## config.mk

```make
export PLATFORM = sky130hd
export DESIGN_NAME = spike_bin_collect
export DESIGN_NICKNAME = d
export VERILOG_FILES = /design/src/rtl/spike_bin_collect.sv
export SDC_FILE = /design/constraint.sdc
export NUM_CORES = 1
export LEC_CHECK = 0
export BUFFER_PORTS_ARGS = -buffer_cell sky130_fd_sc_hd__buf_2
export CORE_MARGIN = 10
export CORE_UTILIZATION = 30
export DETAILED_ROUTE_END_ITERATION = 6
export GPL_ROUTABILITY_DRIVEN = 0
export GPL_TIMING_DRIVEN = 0
export PLACE_DENSITY = 0.47
export SLEW_MARGIN = 20
export SYNTH_ARGS = -nofsm -noshare
export SYNTH_HDL_FRONTEND = slang
export SYNTH_SLANG_ARGS = --single-unit
```

## constraint.sdc

```tcl
create_clock -name clk -period 4.8 [get_ports clk]
set_clock_uncertainty 0.05 [all_clocks]
set_input_delay 0.48 -clock clk [delete_from_list [all_inputs] [get_ports clk]]
set_output_delay 0.48 -clock clk [all_outputs]
set_load 0.02 [all_outputs]
```

## src/rtl/spike_bin_collect.sv

```systemverilog
// Collects per-channel spike hits over 8-frame bins and hands completed bins to a packer via a shadow bitmap.
// Optional saturating dropped-bin counter is enabled by defining SPIKE_BIN_DROP_CNT_EN.
module spike_bin_collect #(
  parameter int DROP_CNT_W = 8
) (
  input  logic                  clk,
  input  logic                  rst_n,
  input  logic                  spike_valid,
  input  logic [6:0]            spike_ch,
  input  logic                  spike_hit,
  input  logic                  onepacket_finish,
  output logic [63:0]           spike_data_0,
  output logic [63:0]           spike_data_1,
  output logic                  wr_start,
  output logic [2:0]            cntx,
  output logic                  bin_drop,
  output logic [DROP_CNT_W-1:0] drop_cnt
);

  typedef enum logic {
    ST_IDLE,
    ST_PEND
  } state_t;

  state_t         state_reg, state_next;
  logic [127:0]   acc_reg;
  logic [127:0]   shadow_reg;
  logic [127:0]   hit_vec;
  logic [127:0]   acc_with_hit;
  logic [2:0]     fcnt_reg;
  logic           bin_drop_reg;
  logic           frame_end;
  logic           bin_end;
  logic           load;
  logic           drop;

  // One-hot decode of the current sample's hit, so the closing cycle's hit can join the load.
  genvar gi;
  generate
    for (gi = 0; gi < 128; gi++) begin : g_hit
      assign hit_vec[gi] = spike_valid && spike_hit && (spike_ch == 7'(gi));
    end
  endgenerate

  assign acc_with_hit = acc_reg | hit_vec;
  assign frame_end    = spike_valid && (spike_ch == 7'd127);
  assign bin_end      = frame_end && (fcnt_reg == 3'd7);

  // A finish arriving with the bin end frees the shadow in time for the new bin.
  always_comb begin
    state_next = state_reg;
    load       = 1'b0;
    drop       = 1'b0;
    case (state_reg)
      ST_IDLE: begin
        if (bin_end) begin
          load       = 1'b1;
          state_next = ST_PEND;
        end
      end
      ST_PEND: begin
        if (bin_end) begin
          if (onepacket_finish) load = 1'b1;
          else                  drop = 1'b1;
        end else if (onepacket_finish) begin
          state_next = ST_IDLE;
        end
      end
      default: state_next = ST_IDLE;
    endcase
  end

  always_ff @(posedge clk) begin
    if (!rst_n) begin
      state_reg    <= ST_IDLE;
      acc_reg      <= '0;
      shadow_reg   <= '0;
      fcnt_reg     <= 3'd0;
      bin_drop_reg <= 1'b0;
    end else begin
      state_reg <= state_next;
      if (spike_valid) begin
        acc_reg <= bin_end ? '0 : acc_with_hit;
      end
      if (frame_end) begin
        fcnt_reg <= fcnt_reg + 3'd1;
      end
      if (load) begin
        shadow_reg <= acc_with_hit;
      end
      if (drop) begin
        bin_drop_reg <= 1'b1;
      end
    end
  end

`ifdef SPIKE_BIN_DROP_CNT_EN
  logic [DROP_CNT_W-1:0] drop_cnt_reg;

  always_ff @(posedge clk) begin
    if (!rst_n) begin
      drop_cnt_reg <= '0;
    end else if (drop && (drop_cnt_reg != {DROP_CNT_W{1'b1}})) begin
      drop_cnt_reg <= drop_cnt_reg + 1'b1;
    end
  end

  assign drop_cnt = drop_cnt_reg;
`else
  assign drop_cnt = '0;
`endif

  assign spike_data_0 = shadow_reg[63:0];
  assign spike_data_1 = shadow_reg[127:64];
  assign wr_start     = (state_reg == ST_PEND);
  assign cntx         = wr_start ? 3'd7 : fcnt_reg;
  assign bin_drop     = bin_drop_reg;

endmodule

```

==> results of run 1 <==
metrics by stage:
stage          utilization  instance area, µm²  setup WS, ns  hold WS, ns  total power, mW
6_report             0.381               11700          2.60        0.281             4.58
5_1_grt              0.380               11700          2.40        0.282             4.74
4_1_cts              0.380               11700          2.58        0.264             4.64
3_5_place_dp         0.348               10700          2.02        0.388             2.37
3_3_place_gp         0.344               10600          1.45        0.386             2.37
2_1_floorplan            -                9360          2.93        0.386             2.32
per-layer routing:
| metal | GRT usage | up-vias | wire (µm) |
|---|---|---|---|
| li1 | - | 4003 | - |
| met1 | 0.202 | 3647 | 14000 |
| met4 | 0.0325 | 2 | 423 |
| met5 | 0 | - | 13 |
| met3 | 0.0346 | 35 | 1810 |
| met2 | 0.242 | 164 | 13800 |
power by group through the flow:
stage / Clock (mW) / Combinational, mW / Sequential (mW)
after floorplan: 0 / 0.102 / 2.22
after global placement: 0 / 0.148 / 2.22
after detailed placement: 0 / 0.151 / 2.22
after CTS: 2.32 / 0.152 / 2.17
after global routing: 2.41 / 0.166 / 2.17
final: 2.26 / 0.151 / 2.17
worst reg2reg max path, cell delays in order, from the launching register on:
cell      delay, ns
dfxtp_1        0.38
ha_1           0.18
ha_1           0.19
nand2_1        0.06
and4bb_1       0.30
buf_4          0.24
buf_6          0.22
buf_6          0.17
nand3_1        0.11
o21ai_1        0.11
logic make-up (layout without fill, tap and decap cells):
family	after synthesis	after routing	synth area share
simple gates	447	447	0.232
compound gates	259	259	0.142
mux	2	2	0.00215
xor+xnor	1	1	0.000939
fa+ha+maj	2	2	0.00268
other cells	1	11	0.000402
flops	261	261	0.560
buf+inv	96	296	0.0597
layout by cell type, fill, tap and decap left out, types with 5 or more instances in the layout:
cell type,netlist,layout
dfxtp_1,261,261
buf_2,21,162
nand2_1,133,133
nand3_1,129,129
a21oi_1,112,112
nor2_1,108,105
o21ai_0,89,89
clkbuf_1,38,44
o21ai_1,40,40
clkbuf_16,0,29
nor2_4,20,20
a31oi_1,16,16
buf_4,11,15
buf_6,11,14
nor2_2,10,13
clkbuf_2,11,11
clkbuf_8,0,9
conb_1,1,8
nor3_2,0,7
nor2b_1,7,7
nor3_1,13,6
clkinv_2,0,5
cell type report:
| class | count | area [µm²] |
|---|---|---|
| fillers | 3297 | 19000 |
| flip-flops and latches | 261 | 5230 |
| multi-input cells | 719 | 3630 |
| clock buffers | 44 | 872 |
| repair buffers | 148 | 769 |
| plain buffers | 96 | 557 |
| well taps | 396 | 495 |
| clock inverters | 8 | 115 |
| diodes | 3 | 7.51 |
final timing paths:
path                                     from                            to  slack, ns  cells past startpoint
setup / recovery                        rst_n  shadow_reg[109]$_SDFFE_PN0P_       2.60                      6
hold / removal               onepacket_finish           wr_start$_SDFF_PN0_       0.28                      3
setup reg to reg     fcnt_reg[0]$_SDFFE_PN0P_   shadow_reg[76]$_SDFFE_PN0P_       2.72                      9
hold reg to reg   shadow_reg[79]$_SDFFE_PN0P_   shadow_reg[79]$_SDFFE_PN0P_       0.40                      2
==> out/results.txt, run 1 <==
status: finished clean
post-synth top area share: 0.560
WS Path Type: in -> reg
WL/cell: 17.9 µm
post-synth top area cell: dfxtp_1
Comb pwr share: 0.033
initial antenna violation count: 4
num ports: 153
TritonCTS clock tree: done
minimum clock period: 2.20 ns
Placed Cells: 1620
Slew headroom: 0.221
Clock transition at path regs: 0.06 ns
clock sink total: 261
Cell Area, Synth: 0.00933 mm²
grt ovf: 0
sequential area share after synthesis: 0.560
port bufs: 140
commonest cells in the netlist: dfxtp_1, nand2_1, nand3_1, a21oi_1, nor2_1
core area: 0.0307 mm²
Switch Pwr: 0.976 mW
Int Pwr: 3.60 mW
worst-path fanout max: 10
Leak Pwr: 4.64 nW
dominant synthesized flop cell: dfxtp_1
share of cells above drive strength 1: 0.235
worst hold path type: in -> reg
Async SR Flop Fraction: 0
worst skew pair latency: 0.53 ns
site row count: 64
Pre-antenna DRT Iters: 5
Worst Path Buf+Inv: 4
number of flops mapped to enable cells by yosys: 0
setup TNS: 0 ns
initial core utilization: 0.304
largest net degree at the start of global routing: 14
clock share of power: 0.493
Setup crit end kind: register
die area: 0.0385 mm²
number of DRC markers in iteration 0: 504
CP max stage delay: 0.65 ns
final WL: 30.1 mm
CTS buffer count: 28
area added between synthesis and finish: 25.1%
routed vias: 7851
yosys warns: 0
Syn Inst Count: 1069
Setup violations, final: 0
Top cell by count, worst path: clkbuf_1
vias in the first global route: 7819
pwr dens: 393 mW/mm²
CP required: 5.22 ns
Distinct cells, synth: 41
Post-CTS Setup Bufs: 0
peak supply drop: 0.000272 V
Final Max Slew Viols: 0
first-pass GRT wire length: 46.5 mm
Slew @ Worst Pin: 1.16 ns
vias per std cell: 4.69
CTS Hold Buffers Added: 0
H-tree depth: 1
CP delay by family, top: buffers and inverters
Root Buffer: clkbuf_16
post-route insts no fill: 1675
critical-path cell list: buf_2, clkbuf_1, clkbuf_1, clkbuf_1, nand3_1, o21ai_1
Max-Cap Viols: 0
dpl hpwl: 21.7 mm
Max Root-Sink Buffers: 3
Seq pwr share: 0.474
Worst setup SP type: input pin
Critical Path AT: 2.62 ns
switching share of power: 0.213
f_max: 454 MHz
RSZ-0062 raised after global routing: false
Global Route Usage Sum: 0.151
synth top area cells: dfxtp_1, nand3_1, a21oi_1
die width: 196 µm
die height: 196 µm
Hold Fails Final Rpt: 0
Residual DRC: 0
Worst path slowest cell: clkbuf_1
fin nets: 1268
#FFs+latches synth: 261
CTS resizes: 0
Mean Syn Cell Area: 8.73 µm²
antenna-violating nets left: 0
Final Cycle Share: 0.459
top-count cell post-synth: dfxtp_1
No activity file was read; power rests on OpenSTA's default activity.
==> run 2: changes to the inputs <==
- ABC_AREA: default -> 1
- PLACE_DENSITY: 0.47 -> 0.46
- clock period: 4.8 -> 2.17 ns (I/O delays scaled with it)
==> out/results.txt, run 2 <==
status: finished clean
dominant synthesized flop cell: dfxtp_1
Global Route Usage Sum: 0.154 (+0.00343)
H-tree depth: 1 (unchanged)
num ports: 153 (unchanged)
routed vias: 9094 (+16%)
die area: 0.0428 mm² (+11%)
synth top area cells: dfxtp_1, nand2_1, nor2_1
peak supply drop: 0.000513 V (+88%)
most frequent cells in the layout: nand2_1, nor2_1, dfxtp_1
initial core utilization: 0.304 (-0.000401)
WL/cell: 15.6 µm (-13%)
Levels on crit path: 7 (+1)
Seq pwr share: 0.482 (+0.008)
Max-Cap Viols: 0 (unchanged)
Async SR Flop Fraction: 0 (unchanged)
number of flops mapped to enable cells by yosys: 0 (unchanged)
WS Path Type: reg -> reg
#FFs+latches synth: 261 (unchanged)
Slew @ Worst Pin: 0.898 ns (-0.262 ns)
Distinct cells, synth: 20 (-51%)
CP required: 2.59 ns (-2.63 ns)
grt ovf: 0 (unchanged)
pwr dens: 780 mW/mm² (+99%)
cells on worst reg2reg path: 7 (-2)
largest net degree at the start of global routing: 15 (+1)
CP delay by family, top: buffers and inverters
clock share of power: 0.493 (about the same)
area added between synthesis and finish: 21.9%
TritonCTS clock tree: done
die width: 207 µm (+5.3%)
share of cells above drive strength 1: 0.145 (-0.0896)
top-count cell post-synth: nand2_1
Residual DRC: 0 (unchanged)
Hold Path Depth: 3 (unchanged)
number of DRC markers in iteration 0: 521 (+3.4%)
total power: 9.96 mW (+120%)
critical-path cell list: ha_1, ha_1, nand3_2, buf_2, buf_2, nor2_1, nor2_1
Final Cycle Share: 0.866
worst-path fanout max: 10 (unchanged)
core area: 0.0345 mm² (+12%)
Util after Layout: 0.370 (-0.0102)
CP max stage delay: 0.36 ns (-0.29 ns)
CTS resizes: 0 (unchanged)
CTS buffer count: 30 (+7.1%)
clock sink total: 261 (unchanged)
Worst Path Buf+Inv: 2 (-2)
RSZ-0062 raised after global routing: false
final WL: 33.4 mm (+11%)
die height: 207 µm (+5.3%)
vias per std cell: 4.25 (-9.3%)
dpl hpwl: 23.5 mm (+8.4%)
Comb pwr share: 0.025 (-0.008)
Pre-antenna DRT Iters: 5 (unchanged)
Final Max Slew Viols: 0 (unchanged)
f_max: 532 MHz
first-pass GRT wire length: 51.3 mm (+10%)
Clock transition at path regs: 0.06 ns (about the same)
Max Root-Sink Buffers: 3 (unchanged)
sequential area share after synthesis: 0.499 (-0.0609)
post-synth top area share: 0.499 (-0.0609)
Mean Syn Cell Area: 7.09 µm² (-19%)
post-synth top area cell: dfxtp_1
Setup violations, final: 0 (unchanged)
most common cell after layout, fill and taps aside: nand2_1
worst hold path type: in -> reg
port bufs: 143 (+2.1%)
area of the multi-input gates: 0.00412 mm² (+14%)
worst skew pair latency: 0.55 ns (+0.02 ns)
Int Pwr: 7.76 mW (+120%)
Setup crit end kind: register
vias in the first global route: 8585 (+9.8%)
Fill cells: 3784 (+15%)
Critical Path AT: 2.30 ns (-0.32 ns)
Post-CTS Setup Bufs: 0 (unchanged)
Leak Pwr: 6.77 nW (+46%)
site row count: 68 (+6.3%)
Worst path slowest cell: buf_2
Setup WS post-layout: 0.290 ns (-2.31 ns)
commonest cells in the netlist: nand2_1, nor2_1, dfxtp_1, inv_1, o21bai_1
Worst setup SP type: register
Post-Place Worst Slack: -0.0729 ns (-2.10 ns)
antenna-violating nets left: 0 (unchanged)
Switch Pwr: 2.20 mW (+130%)
FF/Latch Area: 0.00523 mm² (unchanged)
Cell Area, Synth: 0.0105 mm² (+12%)
Syn Inst Count: 1477 (+38%)
fin nets: 1674 (+32%)
minimum clock period: 1.88 ns
switching share of power: 0.221 (+0.00796)
yosys warns: 0 (unchanged)
Root Buffer: clkbuf_16
Slew headroom: 0.401 (+0.181)
initial antenna violation count: 3 (-1)
Hold Fails Final Rpt: 0 (unchanged)
-- run 2: changes by cell type in the layout (fill, tap and decap cells not counted), sizes merged, moves of 7 or more --
cell and change:
a21o +24, a21oi -107, a31oi -16, buf -8, inv +177, nand2 +269
nand3 -119, nor2 +265, nor2b -7, nor3 -13, o21ai -113, o21bai +91
-- run 2: repair_timing --
action                                 4_1_cts  5_1_grt
setup endpoints to repair                    0        0
endpoints found under the hold margin        2        0
hold buffers                                 1        0
-- run 2: logic make-up (layout without fill, tap and decap cells) --
kind of cell	count (synthesis)	after routing	synth area share
AOI/OAI and AO/OA	136	136	0.0925
adders and majority gates	2	2	0.00239
buffers and inverters	262	462	0.109
DFF	261	261	0.499
other	1	9	0.000358
and+or+nand+nor	815	815	0.296
-- run 2: layout make-up --
cell class	instances	share of cell area
clock buffer	48	0.0729
timing repair buffer	144	0.0569
clock inverter	8	0.00314
antenna	1	0.000196
multi-input combinational	961	0.323
sequential	261	0.409
buffer	85	0.0377
inverter	177	0.0521
tap	455	0.0446
-- run 2: metal layers --
| metal | vias up | track usage | part of all wire |
|---|---|---|---|
| li1 | 4756 | - | - |
| met1 | 4122 | 0.211 | 0.48 |
| met2 | 165 | 0.245 | 0.45 |
| met3 | 47 | 0.0318 | 0.058 |
| met4 | 4 | 0.0352 | 0.017 |
| met5 | - | 0 | 0.0010 |
-- run 2: metrics by stage --
stage               setup TNS (ns)  hold WS [ns]  cell area (µm²)  instances
floorplan                        0         0.362            10500       1484
global placement            -0.464         0.427            11800       2082
detailed placement          -0.608         0.438            11800       2082
CTS                              0       0.00217            12800       2139
global route                     0        0.0391            12800       2139
finish                           0        0.0334            12800       2140
-- run 2: final timing paths --
check	end	slack, ns	from
setup / recovery	shadow_reg[64]$_SDFFE_PN0P_	0.29	fcnt_reg[0]$_SDFFE_PN0P_
hold / removal	fcnt_reg[0]$_SDFFE_PN0P_	0.03	spike_valid
setup reg to reg	shadow_reg[64]$_SDFFE_PN0P_	0.29	fcnt_reg[0]$_SDFFE_PN0P_
hold reg to reg	fcnt_reg[1]$_SDFFE_PN0P_	0.44	fcnt_reg[1]$_SDFFE_PN0P_
-- run 2: power groups by stage --
stage	Sequential [mW]	Combinational, mW	Clock (mW)
floorplan	4.90	0.153	0
global placement	4.90	0.249	0
detailed placement	4.90	0.251	0
CTS	4.80	0.253	5.04
global route	4.80	0.279	5.27
finish	4.80	0.251	4.91
-- run 2: tightest hold or removal path, delay by kind of cell --
| family | cells | cell delay, ns |
|---|---|---|
| compound gates | 1 | 0.08 |
| buf+inv | 1 | 0.12 |
| simple gates | 1 | 0.15 |
